$ cat config.mk
export PLATFORM = sky130hd
export DESIGN_NAME = fpu_add_scheduler
export DESIGN_NICKNAME = d
export VERILOG_FILES = /design/src/rtl/fpu_sched_pkg.sv /design/src/rtl/rr_arbiter_2.sv /design/src/rtl/fpu_add_scheduler.sv
export SDC_FILE = /design/constraint.sdc
export NUM_CORES = 1
export LEC_CHECK = 0
export BUFFER_PORTS_ARGS = -buffer_cell sky130_fd_sc_hd__buf_2
export CAP_MARGIN = 15
export CORE_ASPECT_RATIO = 1.75
export CORE_MARGIN = 10
export CORE_UTILIZATION = 49
export CTS_BUF_LIST = sky130_fd_sc_hd__clkbuf_4
export CTS_CLUSTER_DIAMETER = 30
export DETAILED_ROUTE_END_ITERATION = 16
export HOLD_SLACK_MARGIN = 0.12
export PLACE_DENSITY = 0.91
export SLEW_MARGIN = 10
export SYNTH_ARGS = -nofsm -noshare
export SYNTH_HDL_FRONTEND = slang
export SYNTH_SLANG_ARGS = --single-unit
$ cat constraint.sdc
create_clock -name clk -period 9.6 [get_ports clk]
set_input_delay 0.96 -clock clk [delete_from_list [all_inputs] [get_ports clk]]
set_output_delay 0.96 -clock clk [all_outputs]
set_load 0.1 [all_outputs]
$ cat src/rtl/fpu_sched_pkg.sv
// fpu_sched_pkg
//   Shared constants and types for the FP add/sub request scheduler.
//   FP_W    : IEEE-754 single-precision operand/result width
//   RM_W    : rounding-mode field width
//   NUM_REQ : number of requesters sharing the datapath
//   QNAN    : canonical quiet NaN returned when an operation times out
//   state_t : scheduler FSM states
package fpu_sched_pkg;

    localparam int unsigned FP_W    = 32;
    localparam int unsigned RM_W    = 2;
    localparam int unsigned NUM_REQ = 2;

    localparam logic [FP_W-1:0] QNAN = 32'h7FC0_0000;

    typedef enum logic [1:0] {
        ST_IDLE  = 2'd0,
        ST_ISSUE = 2'd1,
        ST_WAIT  = 2'd2,
        ST_RESP  = 2'd3
    } state_t;

endpackage

$ cat src/rtl/rr_arbiter_2.sv
// rr_arbiter_2
//   Two-way round-robin grant logic (purely combinational).
//   req     : per-requester request bits
//   last    : index of the requester granted most recently
//   advance : grant is only produced while this is high
//   grant   : one-hot grant, or zero when nothing is granted
module rr_arbiter_2
    import fpu_sched_pkg::*;
(
    input  logic [NUM_REQ-1:0] req,
    input  logic               last,
    input  logic               advance,
    output logic [NUM_REQ-1:0] grant
);

    always_comb begin
        grant = '0;
        if (advance) begin
            if (req == 2'b11) begin
                // Contention: favour whichever requester did not win last time.
                grant = last ? 2'b01 : 2'b10;
            end else begin
                grant = req;
            end
        end
    end

endmodule

$ cat src/rtl/fpu_add_scheduler.sv
// fpu_add_scheduler
//   Arbitrates two requesters onto one shared FP add/sub datapath and returns
//   each result on a single response channel. One operation in flight at a time:
//   IDLE -> ISSUE -> WAIT -> RESP -> IDLE.
//
//   Optional build macro FPU_SCHED_TIMEOUT_EN: adds an 8-bit WAIT-cycle counter;
//   after TIMEOUT_CYCLES WAIT cycles without dp_done the operation completes with
//   a quiet NaN result, zero flags, and timeout_err sets until reset. Without the
//   macro the block waits indefinitely and timeout_err is tied low.
//
//   Ports
//     clk, rst            : clock, asynchronous active-high reset
//     req_valid/req_ready : per-requester handshake (ready is one-hot or zero)
//     req_a, req_b        : packed {x1,x0} single-precision operands
//     req_sub, req_rm     : per-requester subtract select / packed round modes
//     dp_start, dp_a, dp_b, dp_sub, dp_rm : command to the shared datapath
//     dp_done, dp_result, dp_ovf, dp_inexact : datapath completion
//     rsp_valid/rsp_ready, rsp_id, rsp_result, rsp_flags {ovf,inexact} : response
//     busy                : high whenever not IDLE
//     timeout_err         : sticky timeout indication
module fpu_add_scheduler
    import fpu_sched_pkg::*;
#(
    parameter int unsigned TIMEOUT_CYCLES = 64
) (
    input  logic                    clk,
    input  logic                    rst,
    input  logic [NUM_REQ-1:0]      req_valid,
    output logic [NUM_REQ-1:0]      req_ready,
    input  logic [NUM_REQ*FP_W-1:0] req_a,
    input  logic [NUM_REQ*FP_W-1:0] req_b,
    input  logic [NUM_REQ-1:0]      req_sub,
    input  logic [NUM_REQ*RM_W-1:0] req_rm,
    output logic                    dp_start,
    output logic [FP_W-1:0]         dp_a,
    output logic [FP_W-1:0]         dp_b,
    output logic                    dp_sub,
    output logic [RM_W-1:0]         dp_rm,
    input  logic                    dp_done,
    input  logic [FP_W-1:0]         dp_result,
    input  logic                    dp_ovf,
    input  logic                    dp_inexact,
    output logic                    rsp_valid,
    input  logic                    rsp_ready,
    output logic                    rsp_id,
    output logic [FP_W-1:0]         rsp_result,
    output logic [1:0]              rsp_flags,
    output logic                    busy,
    output logic                    timeout_err
);

    if (TIMEOUT_CYCLES < 2 || TIMEOUT_CYCLES > 255) begin : g_bad_timeout_cycles
        $error("fpu_add_scheduler: TIMEOUT_CYCLES must be within 2..255");
    end

    state_t                  state;
    logic                    last_ptr;
    logic [NUM_REQ-1:0]      grant;
    logic                    cap_id;

    // Reset is gated in so req_ready is low while rst is held.
    rr_arbiter_2 u_arb (
        .req     (req_valid),
        .last    (last_ptr),
        .advance ((state == ST_IDLE) && !rst),
        .grant   (grant)
    );

    assign req_ready = grant;
    assign dp_start  = (state == ST_ISSUE);
    assign rsp_valid = (state == ST_RESP);
    assign busy      = (state != ST_IDLE);

`ifdef FPU_SCHED_TIMEOUT_EN
    localparam logic [7:0] TIMEOUT_LAST = 8'(TIMEOUT_CYCLES - 1);

    logic [7:0] wait_cnt;
    logic       wait_expired;

    // True on the final permitted WAIT cycle when dp_done has not arrived.
    assign wait_expired = (state == ST_WAIT) && !dp_done && (wait_cnt == TIMEOUT_LAST);

    always_ff @(posedge clk or posedge rst) begin
        if (rst) begin
            wait_cnt    <= '0;
            timeout_err <= 1'b0;
        end else begin
            if (state == ST_WAIT && !dp_done) begin
                wait_cnt <= wait_cnt + 8'd1;
            end else begin
                wait_cnt <= '0;
            end
            if (wait_expired) begin
                timeout_err <= 1'b1;
            end
        end
    end
`else
    logic wait_expired;

    assign wait_expired = 1'b0;
    assign timeout_err  = 1'b0;
`endif

    always_ff @(posedge clk or posedge rst) begin
        if (rst) begin
            state      <= ST_IDLE;
            last_ptr   <= 1'b1;
            cap_id     <= 1'b0;
            dp_a       <= '0;
            dp_b       <= '0;
            dp_sub     <= 1'b0;
            dp_rm      <= '0;
            rsp_id     <= 1'b0;
            rsp_result <= '0;
            rsp_flags  <= '0;
        end else begin
            case (state)
                ST_IDLE: begin
                    if (|grant) begin
                        cap_id   <= grant[1];
                        last_ptr <= grant[1];
                        dp_a     <= grant[1] ? req_a[2*FP_W-1:FP_W] : req_a[FP_W-1:0];
                        dp_b     <= grant[1] ? req_b[2*FP_W-1:FP_W] : req_b[FP_W-1:0];
                        dp_sub   <= grant[1] ? req_sub[1] : req_sub[0];
                        dp_rm    <= grant[1] ? req_rm[2*RM_W-1:RM_W] : req_rm[RM_W-1:0];
                        state    <= ST_ISSUE;
                    end
                end
                ST_ISSUE: begin
                    state <= ST_WAIT;
                end
                ST_WAIT: begin
                    if (dp_done) begin
                        rsp_id     <= cap_id;
                        rsp_result <= dp_result;
                        rsp_flags  <= {dp_ovf, dp_inexact};
                        state      <= ST_RESP;
                    end else if (wait_expired) begin
                        rsp_id     <= cap_id;
                        rsp_result <= QNAN;
                        rsp_flags  <= 2'b00;
                        state      <= ST_RESP;
                    end
                end
                ST_RESP: begin
                    if (rsp_ready) begin
                        state <= ST_IDLE;
                    end
                end
                default: begin
                    state <= ST_IDLE;
                end
            endcase
        end
    end

endmodule

== Word-level counts from Yosys, hierarchy flattened ==
Index checks and enable logic that the tools add are counted.
Word-level totals
  bits in read-only memories: 0
  word-level logic and storage cells: 36
  output and inout port bits: 108
  input port bits: 174
  memories: 0
  register bits: 106
  latch bits: 0
  RAM bits: 0
Cells by class
  bitwise gates (word level): 0
  equality and inequality tests: 7
  shift operators: 0
  muxes and demuxes: 11
  order comparisons: 0
  reduce and logical (&&, ||, !) cells: 8
  multiply operators: 0
  divide/modulo/power cells: 0
  add/sub/neg operators: 0
Operator list (number)
  32-bit two-way mux: 2
  2-bit two-way mux: 7
  2-bit one-hot mux with 4 select lines: 1
  2-bit == test (second input constant): 3
  2-bit by 1-bit != test with 1-bit output (second input constant): 2
  2-bit AND reduction: 2
  3-bit AND reduction: 1
  2-bit by 1-bit == test with 1-bit output (second input constant): 1
  2-bit zero test: 1
  2-bit != test (second input constant): 1
  2-bit nonzero test: 1
  2-bit OR reduction: 1
  1-bit logical AND: 1
  1-bit zero test: 1
  1-bit two-way mux: 1

== Logic depth before layout (Yosys ltp) ==
  depth after elaboration: 6
  gate-level depth with buffers: 9
  mapped depth without buffers: 7

== Modules after synthesis ==
A second synthesis with hierarchy kept.
Second synthesis, totals
  cells, all modules: 395
  area total of the unflattened synthesis: 4689.5 um^2
By module, submodules not included
  fpu_add_scheduler: sequential area each 2653.8 um^2, cells an instance 390, area an instance 4668.2 um^2, times used 1
  rr_arbiter_2: sequential area each 0.0 um^2, cells an instance 5, area an instance 21.3 um^2, times used 1

== Worst setup path after synthesis ==
OpenSTA, ideal clock, no wires.
  path type: input to output
  start point: input rst
  end point: output req_ready[0]
  arrival: 1930 ps
  data required time: 8640 ps
  buffers on the path: 0
  stages: 3
  setup slack: 6710 ps
  cell sequence: and2b_2 nand3_1 inv_1
Between the ends
  word-level cells in the longest chain between the ends: 3
Ends and longest elaborated chain
  start: declaration: line fpu_add_scheduler.sv:27  | input logic rst,
  1-bit zero test (no line)
  1-bit logical AND: line fpu_add_scheduler.sv:65  | .advance ((state == ST_IDLE) && !rst),
  2-bit two-way mux: line rr_arbiter_2.sv:18  | if (advance) begin
  end: declaration: line fpu_add_scheduler.sv:29  | output logic [NUM_REQ-1:0] req_ready,
No other way between the ends.

== Worst setup path in the final report ==
  start point: register state[0]
  end point: output req_ready[1]
Between the ends
  word-level cells in the longest chain between the ends: 3
Ends and longest elaborated chain
  start: declaration: line fpu_add_scheduler.sv:56  | state_t state;
  start signal: assignment: line fpu_add_scheduler.sv:107  | state <= ST_IDLE;
  start signal: assignment: line fpu_add_scheduler.sv:127  | state <= ST_ISSUE;
  start signal: assignment: line fpu_add_scheduler.sv:131  | state <= ST_WAIT;
  2-bit zero test: line fpu_add_scheduler.sv:65
  1-bit logical AND: line fpu_add_scheduler.sv:65
  2-bit two-way mux: line rr_arbiter_2.sv:18
No other way between the ends.

==> qor.txt <==
GR Util met3 = 0.0738
Die ar. = 0.0142 sq mm
GR met2 Demand/Resource = 0.401
Seq cells post-synth = 106
Initial Util = 0.502
drt total wl = 17300 microns
first-pass GRT wire length = 25500 microns
final setup skew = 23.2 ps
Cell Area, Synth = 0.00475 sq mm
worst reg2reg startpoint = state[0]
GRT Util Overall = 0.230
worst skew pair latency = 460 ps
# fillers = 742
area of the multi-input gates = 0.00190 sq mm
synthesis warning total = 0
Post-DP HPWL = 13300 microns
WP data required = 8640 ps
period utilisation layout = 0.399
synth top area cells = dfrtp_1 (55%), a21oi_1 (9.9%), mux2_2 (8.5%)
Nets = 911
die height = 150 microns
Final Wtd Congestion = 0.884
CP startpoint = state[0]
Die X = 94.5 microns
max-slew violations = 0
CTS Hold Bufs = 0
post-synthesis sequential area ratio = 0.558
largest net degree at the start of global routing = 71
vias per cell = 5.32
Cells after Synth = 469
Avg WL per Cell = 20.0 microns
TritonCTS Buffers = 9
max-cap viol count = 0
Slew @ Worst Pin = 895 ps
number of synthesized flops with an enable pin = 0
simple-gate share of the synthesized area = 0.120
number of I/O port buffers = 280
Final Setup Violations = 0
multiplexer area fraction after synthesis = 0.0853
CP startpoint kind = flop
Worst setup EP type = primary output
XOR/XNOR Fraction of Synth Area = 0
via count = 4603
largest family of logic cells by synthesized area = compound AO/OA/AOI/OAI gates
share of cells above drive strength 1 = 0.522
initial antenna violation count = 6
core area = 0.00947 sq mm
Max Fclk = 0.261 GHz
Top Usage Layer GRT = met2
async set-or-reset flop fraction in the synthesized netlist = 1.00
outcome = completed
H-tree depth = 3
Post-Synth Adder-Cell Area = 0.0105
# DRC = 0
Worst-path clk slew = 170 ps
Detailed Routing Iterations Pass 1 = 5
Crit Path Class = flop to primary output
area growth from synthesis to layout = 33.0%
post-synth net total = 647
CTS tree = yes
clock root buffer master = clkbuf_4
FF+latch area = 0.00265 sq mm
compound-gate portion of the synthesized area = 0.181
Slew headroom = 0.403
Iter 0 DRT Violations = 211
CTS Buffer Depth = 2
number of setup buffers added after CTS = 0
setup_tns = 0 ps
hold_sp = last_ptr
Yosys top cell by area = dfrtp_1
syn avg cell area = 10.1 sq um
ys flop type = dfrtp_1
Cell Rows = 47
RSZ-0062 raised after global routing = no
vias in the first global route = 4825
fin crit period = 3830 ps
Max FO, Critical Path = 70
Synth top area share = 0.553
Final Hold Viols = 0
Routed Antenna Nets = 0
worst hold path type = flop to flop
# IOs = 282
grt met1 use = 0.238
post-CTS sizing = 0
post-synthesis cell type count = 24
CTS Sinks = 106
worst path arrival time = 2870 ps
grt total ovfl = 0
synthesized netlist by cell type (3+ instances only):
cell type  instances
buf_2             11
a21oi_2           40
buf_6              3
dfrtp_1          105
ha_1               4
mux2_2            36
buf_4              7
a21oi_1           94
inv_1              6
clkbuf_1          11
nand2_1           73
nor2_1            67
cells in the final DEF (no fill, tap or decap):
master	n
nor2_1	67
diode_2	5
dfstp_2	1
o21a_2	1
dfrtp_1	105
clkinv_4	1
and2b_2	1
inv_2	1
a221oi_2	1
a21oi_2	40
a21oi_1	94
nand3_4	1
o32a_1	1
buf_4	5
nand2_1	73
o21ai_4	1
clkinvlp_4	1
inv_6	2
ha_1	4
clkinv_8	1
conb_1	1
mux2_2	36
nor2b_1	1
inv_1	5
inv_4	1
buf_2	280
nand2b_1	1
clkbuf_4	10
nand3_1	1
inv_8	1
per-stage QoR:
stage / instance area [sq um] / worst slack (ps) / util / hold slack, ps / cells
6_report: 6320 / 5770 / 0.668 / 482 / 865
5_1_grt: 6320 / 5560 / 0.668 / 510 / 864
4_1_cts: 6310 / 5740 / 0.666 / 486 / 860
3_5_place_dp: 6170 / 5960 / 0.652 / 466 / 844
3_3_place_gp: 6170 / 5990 / 0.652 / 452 / 844
2_1_floorplan: 4750 / 5850 / - / 443 / 469
registers in the layout, indices dropped and copies added (netlist names):
name	count
dp_a	32
last_ptr	1
rsp_id	1
cap_id	1
dp_rm	2
dp_b	32
state	2
rsp_result	32
dp_sub	1
rsp_flags	2
per-layer routing:
| layer | part of all wire | routed length, microns |
|---|---|---|
| met2 | 0.53 | 9160 |
| met5 | 0.0020 | 35 |
| met1 | 0.34 | 5800 |
| met3 | 0.080 | 1390 |
| met4 | 0.053 | 913 |
layout make-up:
class / instances / area share
Clock inverter: 6 / 0.00970
Tap cell: 122 / 0.0241
Clock buffer: 10 / 0.0119
Multi-Input combinational cell: 324 / 0.300
Timing Repair Buffer: 285 / 0.228
Antenna cell: 5 / 0.00198
Sequential cell: 106 / 0.420
Inverter: 7 / 0.00455
critical path: stages, from the launching register on:
cell and delay (ps):
dfrtp_1 460, inv_1 110, ha_1 270, and2b_2 260, nand3_4 600, inv_2 210
buf_2 450
worst paths after layout:
check	to	slack, ps	depth (start not counted)
max	req_ready[1]	5770	6
max reg2reg	dp_a[25]	6430	8
max in group asynchronous	dp_a[27]	7870	3
min in group asynchronous	state[0]	530	2
min	last_ptr	480	2
min reg2reg	last_ptr	480	2
cells by family (layout without fill, tap and decap cells):
logic type | count (synthesis) | in the layout
AND/OR/NAND/NOR | 145 | 145
AO/OA/AOI/OAI | 138 | 138
flip-flops | 106 | 106
multiplexers | 36 | 36
other | 1 | 6
adder cells (fa/ha/maj) | 4 | 4
buffers and inverters | 39 | 308
Power is not shown: default switching activity piles up to over one toggle a cycle in this logic, so the estimate is an artifact.
